==> config.mk <==
export PLATFORM = sky130hd
export DESIGN_NAME = run_ctrl
export DESIGN_NICKNAME = d
export VERILOG_FILES = /design/src/rtl/run_ctrl_pkg.sv /design/src/rtl/run_ctrl_ld_seq.sv /design/src/rtl/run_ctrl.sv
export SDC_FILE = /design/constraint.sdc
export NUM_CORES = 1
export LEC_CHECK = 0
export BUFFER_PORTS_ARGS = -buffer_cell sky130_fd_sc_hd__buf_2
export CAP_MARGIN = 5
export CORE_MARGIN = 2
export CORE_UTILIZATION = 57
export DETAILED_ROUTE_END_ITERATION = 12
export PLACE_DENSITY = 0.95
export SETUP_SLACK_MARGIN = 0.5
export SLEW_MARGIN = 40
export SYNTH_ARGS = -nofsm -noshare
export SYNTH_HDL_FRONTEND = slang
export SYNTH_SLANG_ARGS = --single-unit
==> constraint.sdc <==
create_clock -name clk -period 3.9 [get_ports clk]
set_input_delay 0.585 -clock clk [delete_from_list [all_inputs] [get_ports clk]]
set_output_delay 0.585 -clock clk [all_outputs]
set_load 0.05 [all_outputs]
==> src/rtl/run_ctrl_pkg.sv <==
// Shared state encoding and default sizing for the program-run controller.
package run_ctrl_pkg;
    typedef enum logic [2:0] {IDLE, LOAD, CORE_RST, RUN, DONE} run_state_t;

    localparam int          AW_DEF      = 8;
    localparam int          DW_DEF      = 8;
    localparam int          CW_DEF      = 16;
    localparam logic [15:0] MAX_CYC_DEF = 16'd4000;
    localparam int          RST_CYC_DEF = 2;
endpackage

==> src/rtl/run_ctrl_ld_seq.sv <==
// Preload sequencer: turns host bytes into registered data-memory writes at
// consecutive (wrapping) addresses and flags the cycle carrying the last write.
module ld_seq
    import run_ctrl_pkg::*;
#(
    parameter int AW = AW_DEF,
    parameter int DW = DW_DEF
) (
    input  logic          clk,
    input  logic          reset,
    input  logic          start,
    input  logic          cancel,
    input  logic [AW-1:0] base,
    input  logic [AW:0]   len,
    input  logic          ld_valid,
    input  logic [DW-1:0] ld_data,
    output logic          ld_ready,
    output logic          mem_wr_en,
    output logic [AW-1:0] mem_addr,
    output logic [DW-1:0] mem_dat,
    output logic          last_wr
);
    logic [AW-1:0] addr;
    logic [AW:0]   remaining;

    always_ff @(posedge clk) begin
        if (!reset) begin
            addr      <= '0;
            remaining <= '0;
            ld_ready  <= 1'b0;
            mem_wr_en <= 1'b0;
            mem_addr  <= '0;
            mem_dat   <= '0;
            last_wr   <= 1'b0;
        end else if (cancel) begin
            remaining <= '0;
            ld_ready  <= 1'b0;
            mem_wr_en <= 1'b0;
            last_wr   <= 1'b0;
        end else if (start) begin
            addr      <= base;
            remaining <= len;
            ld_ready  <= (len != '0);
            mem_wr_en <= 1'b0;
            last_wr   <= 1'b0;
        end else begin
            mem_wr_en <= 1'b0;
            last_wr   <= 1'b0;
            // Address wraps naturally in AW bits (255 -> 0).
            if (ld_valid && ld_ready) begin
                mem_wr_en <= 1'b1;
                mem_addr  <= addr;
                mem_dat   <= ld_data;
                addr      <= addr + 1'b1;
                remaining <= remaining - 1'b1;
                if (remaining == {{AW{1'b0}}, 1'b1}) begin
                    ld_ready <= 1'b0;
                    last_wr  <= 1'b1;
                end
            end
        end
    end
endmodule

==> src/rtl/run_ctrl.sv <==
// Program-run sequencer: preload data memory, pulse core reset, run the core
// until done or budget expiry, then hold a 4-phase acknowledge.
module run_ctrl
    import run_ctrl_pkg::*;
#(
    parameter int          AW      = AW_DEF,
    parameter int          DW      = DW_DEF,
    parameter int          CW      = CW_DEF,
    parameter logic [CW-1:0] MAX_CYC = MAX_CYC_DEF,
    parameter int          RST_CYC = RST_CYC_DEF
) (
    input  logic          clk,
    input  logic          reset,
    input  logic          req,
    output logic          ack,
    output logic          busy,
    input  logic          abort,
    input  logic [AW-1:0] load_base,
    input  logic [AW:0]   load_len,
    input  logic          ld_valid,
    input  logic [DW-1:0] ld_data,
    output logic          ld_ready,
    output logic          mem_sel,
    output logic          mem_wr_en,
    output logic [AW-1:0] mem_addr,
    output logic [DW-1:0] mem_dat,
    output logic          core_reset,
    input  logic          core_done,
    output logic [CW-1:0] cycle_cnt,
    output logic          timed_out
);
    localparam int RW = (RST_CYC > 1) ? $clog2(RST_CYC) : 1;

    run_state_t    state;
    logic [RW-1:0] rst_cnt;
    logic          start;
    logic          cancel;
    logic          last_wr;

    assign start  = (state == IDLE) && req && !ack;
    assign cancel = abort && ((state == LOAD) || (state == CORE_RST) || (state == RUN));

    ld_seq #(.AW(AW), .DW(DW)) u_ld_seq (
        .clk       (clk),
        .reset     (reset),
        .start     (start),
        .cancel    (cancel),
        .base      (load_base),
        .len       (load_len),
        .ld_valid  (ld_valid),
        .ld_data   (ld_data),
        .ld_ready  (ld_ready),
        .mem_wr_en (mem_wr_en),
        .mem_addr  (mem_addr),
        .mem_dat   (mem_dat),
        .last_wr   (last_wr)
    );

    always_ff @(posedge clk) begin
        if (!reset) begin
            state      <= IDLE;
            rst_cnt    <= '0;
            core_reset <= 1'b1;
            ack        <= 1'b0;
            busy       <= 1'b0;
            mem_sel    <= 1'b0;
            cycle_cnt  <= '0;
            timed_out  <= 1'b0;
        end else if (cancel) begin
            state      <= IDLE;
            core_reset <= 1'b1;
            ack        <= 1'b0;
            busy       <= 1'b0;
            mem_sel    <= 1'b0;
        end else begin
            case (state)
                IDLE: begin
                    if (start) begin
                        cycle_cnt <= '0;
                        timed_out <= 1'b0;
                        busy      <= 1'b1;
                        rst_cnt   <= '0;
                        if (load_len != '0) begin
                            state   <= LOAD;
                            mem_sel <= 1'b1;
                        end else begin
                            state <= CORE_RST;
                        end
                    end
                end
                // Leave only once the final write cycle has been presented.
                LOAD: begin
                    if (last_wr) begin
                        state   <= CORE_RST;
                        mem_sel <= 1'b0;
                        rst_cnt <= '0;
                    end
                end
                CORE_RST: begin
                    if (rst_cnt == RW'(RST_CYC - 1)) begin
                        state      <= RUN;
                        core_reset <= 1'b0;
                    end else begin
                        rst_cnt <= rst_cnt + 1'b1;
                    end
                end
                // core_done takes priority over the budget on the same edge.
                RUN: begin
                    cycle_cnt <= cycle_cnt + 1'b1;
                    if (core_done) begin
                        state      <= DONE;
                        core_reset <= 1'b1;
                        ack        <= 1'b1;
                        timed_out  <= 1'b0;
                    end else if (cycle_cnt == MAX_CYC - 1'b1) begin
                        state      <= DONE;
                        core_reset <= 1'b1;
                        ack        <= 1'b1;
                        timed_out  <= 1'b1;
                    end
                end
                DONE: begin
                    if (!req) begin
                        state <= IDLE;
                        ack   <= 1'b0;
                        busy  <= 1'b0;
                    end
                end
                default: state <= IDLE;
            endcase
        end
    end
endmodule

# [Word-level counts from Yosys, hierarchy flattened]
# Index checks and enable logic that the tools add are counted.
[totals] register_bits=61 out_inout_bits=39 elab_cells=102
[classes] mux=36 addsub=4 n_reduce_logical=31 bitwise=4 eq_ne=12
[op_table] op="$pmux W16 S2" count=1
[op_table] op="$mux W3" count=6
[op_table] op="$mux W9" count=2
[op_table] op="$add A16 B1 Y16 const B" count=1
[op_table] op="$eq A16 B12 Y1 const B" count=1
[op_table] op="$mux W1" count=16
[op_table] op="$mux W16" count=1
[op_table] op="$mux W8" count=2
[op_table] op="$pmux W3 S5" count=1
[op_table] op="$reduce_and A3 Y1" count=5
[op_table] op="$reduce_bool A2 Y1" count=7
[op_table] op="$reduce_and A4 Y1" count=3
[op_table] op="$pmux W1 S2" count=5
[op_table] op="$eq A9 B1 Y1 const B" count=1
[op_table] op="$reduce_bool A9 Y1" count=1
[op_table] op="$sub A9 B1 Y9 const B" count=1
[op_table] op="$add A8 B1 Y8 const B" count=1
[op_table] op="$eq A3 B2 Y1 const B" count=2
[op_table] op="$ne A2 B2 Y1 const B" count=3
[op_table] op="$reduce_and A5 Y1" count=1
[op_table] op="$logic_and A1 B1 Y1" count=4
[op_table] op="$ne A2 B1 Y1 const B" count=2
[op_table] op="$not A1 Y1" count=4
[op_table] op="$reduce_and A2 Y1" count=2
[op_table] op="other kinds (13)" count=14

# [Depth between registers and ports, before layout]
# Gate-level depths: netlist (run 1).
[logic_depth] word_depth=6 ltp_mapped=9

# [Hierarchy]
# From an unflattened synthesis (run 1), not the netlist that was laid out.
[unflattened] cells_unflattened=374 hier_area_um2=3089.2
[modules_own_cells] mod="ld_seq" cells_each=205 area_per_inst_um2=1712.9 instances=1 seq_area_each_um2=720.7
[modules_own_cells] mod="run_ctrl" cells_each=169 area_per_inst_um2=1376.3 instances=1 seq_area_each_um2=500.5

# [Least setup slack after synthesis (run 1)]
# Ideal clock, no wire load.
[synth_path] path_kind="reg-to-reg" startpoint="reg ack" endpoint="reg u_ld_seq.addr[6]" synth_period_minus_slack_ns=2.123 arrival_time_ns=1.995 stages_incl_launch_ff=8 t_required_ns=3.772 slack_ns=1.777 setup_time_ns=0.128 cell_sequence="dfxtp_1 or4b_4 buf_6 or2_1 buf_2 a21o_1 a221oi_2 nor2_1"
[synth_between] elab_chain_len=4
[synth_lines] item="start, declared" line="run_ctrl.sv:15" rtl="output logic ack,"
[synth_lines] item="start signal, assigned" line="run_ctrl.sv:64" rtl="ack <= 1'b0;"
[synth_lines] item="start signal, assigned" line="run_ctrl.sv:72" rtl="ack <= 1'b0;"
[synth_lines] item="start signal, assigned" line="run_ctrl.sv:113" rtl="ack <= 1'b1;"
[synth_lines] item="$logic_not A1 Y1 *" line="run_ctrl.sv:40" rtl="assign start = (state == IDLE) && req && !ack;"
[synth_lines] item="$logic_and A1 B1 Y1 *" line="run_ctrl.sv:40"
[synth_lines] item="$reduce_bool A2 Y1 (no source line)"
[synth_lines] item="$reduce_and A2 Y1 (no source line)"
[synth_lines] item="end signal, assigned" line="run_ctrl_ld_seq.sv:41" rtl="addr <= base;"
[synth_lines] item="end signal, assigned" line="run_ctrl_ld_seq.sv:54" rtl="addr <= addr + 1'b1;"
[synth_lines] item="end, declared" line="run_ctrl_ld_seq.sv:23" rtl="logic [AW-1:0] addr;"
# Every way passes the cells marked *; elsewhere a longest branch is shown, timed or not.
# A chain may end at the register's enable or synchronous reset.

# [Final worst setup path (run 1)]
[layout_path] startpoint="reg state[0]" endpoint="reg u_ld_seq.addr[4]"
[layout_between] elab_chain_len=6
[layout_lines] item="start, declared" line="run_ctrl.sv:34" rtl="run_state_t state;"
[layout_lines] item="start signal, assigned" line="run_ctrl.sv:61" rtl="state <= IDLE;"
[layout_lines] item="start signal, assigned" line="run_ctrl.sv:70" rtl="state <= IDLE;"
[layout_lines] item="start signal, assigned" line="run_ctrl.sv:84" rtl="state <= LOAD;"
[layout_lines] item="$eq A3 B1 Y1 / $eq A3 B2 Y1 (equally long branches)" line="run_ctrl.sv:41" rtl="assign cancel = abort && ((state == LOAD) || (state == CORE_RST) || (state == RUN));"
[layout_lines] item="$logic_or A1 B1 Y1 (2 in a row)" line="run_ctrl.sv:41"
[layout_lines] item="$logic_and A1 B1 Y1" line="run_ctrl.sv:41"
[layout_lines] item="$not A1 Y1 (no source line)"
[layout_lines] item="$reduce_and A2 Y1 (no source line)"
# Several ways; a longest one is shown, not always the timed one.

==> flow_summary.toml, run 1 <==
[status]
status = "completed"

[sta]
tns_ns = 0
period_needed_ns = 2.45
report.final.slew_viol_count = 0
hold_viol = 0
worst_slew_pin_slew_ns = 0.797
post-route-period-util = 0.629
worst_slack_ns = 1.45
finalSetupViolCount = 0
rsz0062_at_grt = "no"
max_slew_margin = 0.468
max_freq_mhz = 408
skew_ns = 0.00704

[synthesis]
yosysSeqAreaShare = 0.419
ys_ff_latch = 61
syn-instance-count = 353
yosysMostFrequentCell = "nand2_1"
synthArstFlopShare = 0
syn-num-nets = 388
yosysTopAreaCell = "dfxtp_1"
yosys-top-cells-count = "nand2_1 (62), dfxtp_1 (61), a21oi_1 (36)"
synth_area_leaders = "dfxtp_1 (42%), nand2_1 (8.0%), a21oi_1 (6.2%)"
synth.avg_cell_area_sq_um = 8.27
ys.flop_type = "dfxtp_1"
netlist_area_sq_um = 2920
netlist.area_leader.share = 0.419
yosysUniqueCellTypes = 52
synth_edf_count = 0
yosys_warnings = 0

[final_layout]
num_antenna_cells = 0
area_growth_pct = 19.4
drive_gt1_frac = 0.252
fin_area_sq_um = 3480
fin_cells = 491
nets = 451

[placement]
dpl.hpwl_mm = 4.70
dp_cells = 475
numPortBuffers = 69
pre_cts_ws_ns = 1.39
dpl-instance-area_sq_um = 3260
place_congestion = 0.918

[die]
start_util = 0.582
die_y_um = 75.5
die-area_sq_um = 5710
ioPinCount = 70
die_w_um = 75.5
row_count = 26
core_sq_um = 5010

[global_routing]
grt_pass1_vias = 2508
grt_pass1_wl_mm = 11.3
antenna_found_initial = 0
grt_overflow = 0
grt_util_all_layers = 0.262
grt_max_degree = 28

[clocking]
postCtsHoldBufs = 0
cts_resized = 0
cts-root-buf = "clkbuf_8"
clkLatencyLatePin_ns = 0.35
cts_htree_levels = 3
cts_buffers = 9
clk_pin_slew_worst_paths_ns = 0.07
clk_path_buf_depth = 2
clock-sinks = 61
cts_tree = "done"
post_cts_buffers = 0

[detailed_routing]
wl_mm = 6.84
vias = 2736
drc_errors = 0
drt.antenna.violating_nets = 0
dr.pass1.iters = 4
viasPerCell = 5.57
initialDrtViolationCount = 172
wire_per_inst_um = 13.9

[setup_path]
startpoint_type = "register"
startpoint = "state[0]"
cp_max_fo = 19
path_buf_inv = 0
max_stage_delay_ns = 0.67
reg2reg_from = "state[0]"
rrSetupSlack_ns = 1.45
required_ns = 4.10
setup.worst_path.end_class = "register"
cp_top_family = "simple AND/OR/NAND/NOR gates"
critical-path-slowest-cell = "or4b_4"
path_cells = "or4b_4 -> nor2_2 -> o21ai_1 -> o21ai_0 -> a21oi_1"
cp.arrival_ns = 2.65
ff2ff_path_depth = 5
regToRegEndpoint = "u_ld_seq.addr[4]"
crit_type = "register to register"

[power]
seqPwrFrac = 0.397
p_per_area_nw_per_um2 = 605
power.switching_mw = 0.804
ir_drop_mv = 0.446
fin_total_pwr_mw = 2.11
clkPwrFrac = 0.301
leakagePower_nw = 1.39
p_int_mw = 1.31
pwr-share-comb = 0.302
power.share.switching = 0.381

[hold_path]
hold_depth = 2
hp-start = "u_ld_seq.mem_addr[2]"
holdCritPathClass = "register to register"
hold_end = "u_ld_seq.mem_addr[2]"

[job]
maxCapViolations = 0
==> cells by family after synthesis <==
logic type / share of synthesized area
compound gates: 0.172
xor+xnor: 0.0660
fa+ha+maj: 0.0172
buf+inv: 0.0437
flops: 0.419
mux: 0.00343
simple gates: 0.280
==> cells in the final DEF (no fill, tap or decap), drive strengths merged, types with 6 or more instances in the layout <==
cell	synthesis	layout
buf	10	70
nand2	63	63
dfxtp	61	61
nor2	37	37
a21oi	36	36
nand3	16	16
xor2	15	15
o21ai	11	11
clkbuf	8	9
nor3	8	8
nand4	7	7
nor4	7	7
xnor2	7	7
inv	5	7
a21o	6	6
==> area by class of cell <==
cell class | instances | area, sq um
Tap cell | 70 | 87.6
Timing Repair Buffer | 70 | 353
Clock inverter | 7 | 97.6
Inverter | 5 | 18.8
Sequential cell | 61 | 1220
Multi-Input combinational cell | 269 | 1580
Fill cell | 414 | 1530
Clock buffer | 9 | 124
==> worst min-delay path: stages, from the launching register on <==
cell and delay, ns:
dfxtp_1 0.31, nand2_1 0.05, a21oi_1 0.05
==> metal layers <==
metal,up-vias,share of wire,track usage
li1,1375,-,-
met1,1282,0.45,0.322
met2,68,0.48,0.423
met3,11,0.052,0.0992
met4,0,0.016,0.0916
met5,-,0,0
==> power groups by stage <==
stage / Sequential (mW) / Clock, mW / Combinational (mW)
floorplan: 0.886 / 0 / 0.479
global placement: 0.839 / 0 / 0.608
detailed placement: 0.847 / 0 / 0.634
CTS: 0.834 / 0.645 / 0.640
global route: 0.853 / 0.673 / 0.705
finish: 0.838 / 0.634 / 0.638
==> worst max-delay path by stage <==
stage,to,slack (ns),cells past startpoint
floorplan,u_ld_seq.addr[6],1.78,7
global placement,u_ld_seq.addr[4],1.24,6
detailed placement,u_ld_seq.addr[4],1.39,6
CTS,u_ld_seq.addr[4],1.46,5
global route,u_ld_seq.addr[4],1.28,5
finish,u_ld_seq.addr[4],1.45,5
==> metrics by stage <==
step | util | hold WS (ns)
floorplan | - | 0.453
global placement | 0.650 | 0.439
detailed placement | 0.651 | 0.443
CTS | 0.696 | 0.453
global route | 0.696 | 0.449
finish | 0.696 | 0.451
==> sequential cells by signal (all words and copies together), names as in the netlist <==
register and cells:
ack 1, timed_out 1, core_reset 1, state 3
rst_cnt 1, mem_sel 1, u_ld_seq.remaining 9, u_ld_seq.addr 8
u_ld_seq.mem_addr 8, busy 1, u_ld_seq.ld_ready 1, cycle_cnt 16
u_ld_seq.mem_wr_en 1, u_ld_seq.mem_dat 8, u_ld_seq.last_wr 1
No activity file was read; power rests on OpenSTA's default activity.
==> run 2, diff against run 1 <==
ABC_AREA = 1   (was unset)
CORE_UTILIZATION = 49   (was 57)
PLACE_DENSITY = 0.87   (was 0.95)
clock period = 2.2 ns   (was 3.9 ns; I/O delays follow)
==> flow_summary.toml, run 2 <==
[status]
status = "completed"

[die]
start_util = 0.503
die_y_um = 84.3
die_w_um = 84.3
die-area_sq_um = 7110
row_count = 29
core_sq_um = 6280
ioPinCount = 70

[final_layout]
seq_area_sq_um = 1220
area_growth_pct = 23.4
largest_register_ffs = 16
final_cell_mix = "nand2_1 (123), nor2_1 (81), buf_2 (69)"
drive_gt1_frac = 0.216
nets = 594
multiInputGateArea_sq_um = 1690
num_antenna_cells = 0
mostFrequentLayoutCell = "nand2_1"
top_regs = "cycle_cnt x16, u_ld_seq.remaining x9"
fillCellCount = 546
top_register = "cycle_cnt"

[detailed_routing]
drc_errors = 0
vias = 3513
drt.antenna.violating_nets = 0
wire_per_inst_um = 13.5
wl_mm = 8.62
dr.pass1.iters = 5
viasPerCell = 5.48
initialDrtViolationCount = 208

[synthesis]
yosysSeqAreaShare = 0.386
netlist_area_sq_um = 3160
netlist.area_leader.share = 0.386
yosys-top-cells-count = "nand2_1 (124), nor2_1 (82), dfxtp_1 (61)"
yosysUniqueCellTypes = 29
synthArstFlopShare = 0
yosysMostFrequentCell = "nand2_1"
syn-num-nets = 514
yosys_warnings = 0
synth.avg_cell_area_sq_um = 6.60
yosysTopAreaCell = "dfxtp_1"
syn-instance-count = 479
ys.flop_type = "dfxtp_1"
synth_edf_count = 0
synth_area_leaders = "dfxtp_1 (39%), nand2_1 (15%), nor2_1 (9.7%)"
ys_ff_latch = 61

[sta]
hold_viol = 0
finalSetupViolCount = 0
worst_slew_pin_slew_ns = 0.430
worst_slack_ns = 0.569
tns_ns = 0
max_freq_mhz = 613
skew_ns = 0.00666
rsz0062_at_grt = "yes"
report.final.slew_viol_count = 0
period_needed_ns = 1.63
max_slew_margin = 0.713
post-route-period-util = 0.741

[power]
ir_drop_mv = 0.808
fin_total_pwr_mw = 4.41
power.share.switching = 0.410
pwr-share-comb = 0.384
power.switching_mw = 1.81
p_per_area_nw_per_um2 = 1130
seqPwrFrac = 0.332
clkPwrFrac = 0.284
leakagePower_nw = 1.78
p_int_mw = 2.60

[global_routing]
antenna_found_initial = 0
grt_pass1_wl_mm = 13.9
grt_max_degree = 23
grt_util_all_layers = 0.241
grt_overflow = 0
grt_pass1_vias = 3129

[setup_path]
cp_max_fo = 10
startpoint_type = "register"
required_ns = 2.46
setup.worst_path.end_class = "register"
cp.arrival_ns = 1.89
crit_type = "register to register"

[clocking]
clkLatencyLatePin_ns = 0.34
cts_tree = "done"
cts_htree_levels = 3
clk_path_buf_depth = 2
clk_pin_slew_worst_paths_ns = 0.07
cts_buffers = 9
clock-sinks = 61
cts-root-buf = "clkbuf_8"

[job]
maxCapViolations = 0

[hold_path]
holdCritPathClass = "input port to register"

[placement]
place_congestion = 0.923
numPortBuffers = 69
pre_cts_ws_ns = 0.500
dpl.hpwl_mm = 5.82
run 2: per-stage QoR:
stage          hold WS [ns]   util  std cells  cell area (sq um)
6_report              0.250  0.621        641               3900
3_3_place_gp          0.439  0.567        617               3560
2_1_floorplan         0.452      -        479               3160
3_5_place_dp          0.441  0.567        617               3560
5_1_grt               0.250  0.621        641               3900
4_1_cts               0.245  0.608        634               3820
run 2: worst max-delay path, stage by stage (launching register included):
cell and delay [ns]:
dfxtp_1 0.44, inv_2 0.13, nand2_2 0.12, nor2_4 0.06, nor2_2 0.35, inv_1 0.21, nor3_1 0.24
run 2: per-layer routing:
layer / wire, um / track usage / vias to the layer above
li1: - / - / 1702
met1: 3480 / 0.293 / 1598
met2: 4230 / 0.403 / 175
met3: 655 / 0.0531 / 38
met4: 262 / 0.123 / 0
met5: 0 / 0 / -
run 2: worst paths after layout:
path                                 start  slack (ns)             endpoint  depth (start not counted)
worst max-delay path              state[0]        0.57         cycle_cnt[2]                          6
worst min-delay path            ld_data[7]        0.25  u_ld_seq.mem_dat[7]                          3
worst max register to register    state[0]        0.57         cycle_cnt[2]                          6
worst min register to register     mem_sel        0.45              mem_sel                          2
run 2: power by group through the flow:
stage | clock network (mW) | logic [mW] | registers (mW)
global route | 1.32 | 1.87 | 1.49
floorplan | 0 | 1.07 | 1.64
finish | 1.25 | 1.70 | 1.47
global placement | 0 | 1.51 | 1.47
CTS | 1.26 | 1.58 | 1.46
detailed placement | 0 | 1.55 | 1.48
run 2: layout make-up:
class                           instances  share of cell area
Tap cell                               77              0.0247
Clock inverter                          6              0.0279
Sequential cell                        61               0.314
Timing Repair Buffer                   81               0.116
Inverter                               50              0.0481
Clock buffer                           10              0.0353
Multi-Input combinational cell        356               0.434
run 2: what timing repair did:
action | 4_1_cts | 5_1_grt
pin swaps | 1 | 3
resized for setup | 0 | 6
endpoints found under the setup margin | 2 | 29
cloned | 1 | 0
hold buffers | 0 | 0
setup buffers | 0 | 7
run 2: kinds of logic (layout without fill, tap and decap cells):
logic type	count (synthesis)	count (layout)	share of synthesized area
XOR/XNOR	6	6	0.0166
AO/OA/AOI/OAI	68	68	0.110
flip-flops	61	61	0.386
buffers and inverters	63	147	0.0855
adder cells (fa/ha/maj)	4	4	0.0158
AND/OR/NAND/NOR	277	278	0.386
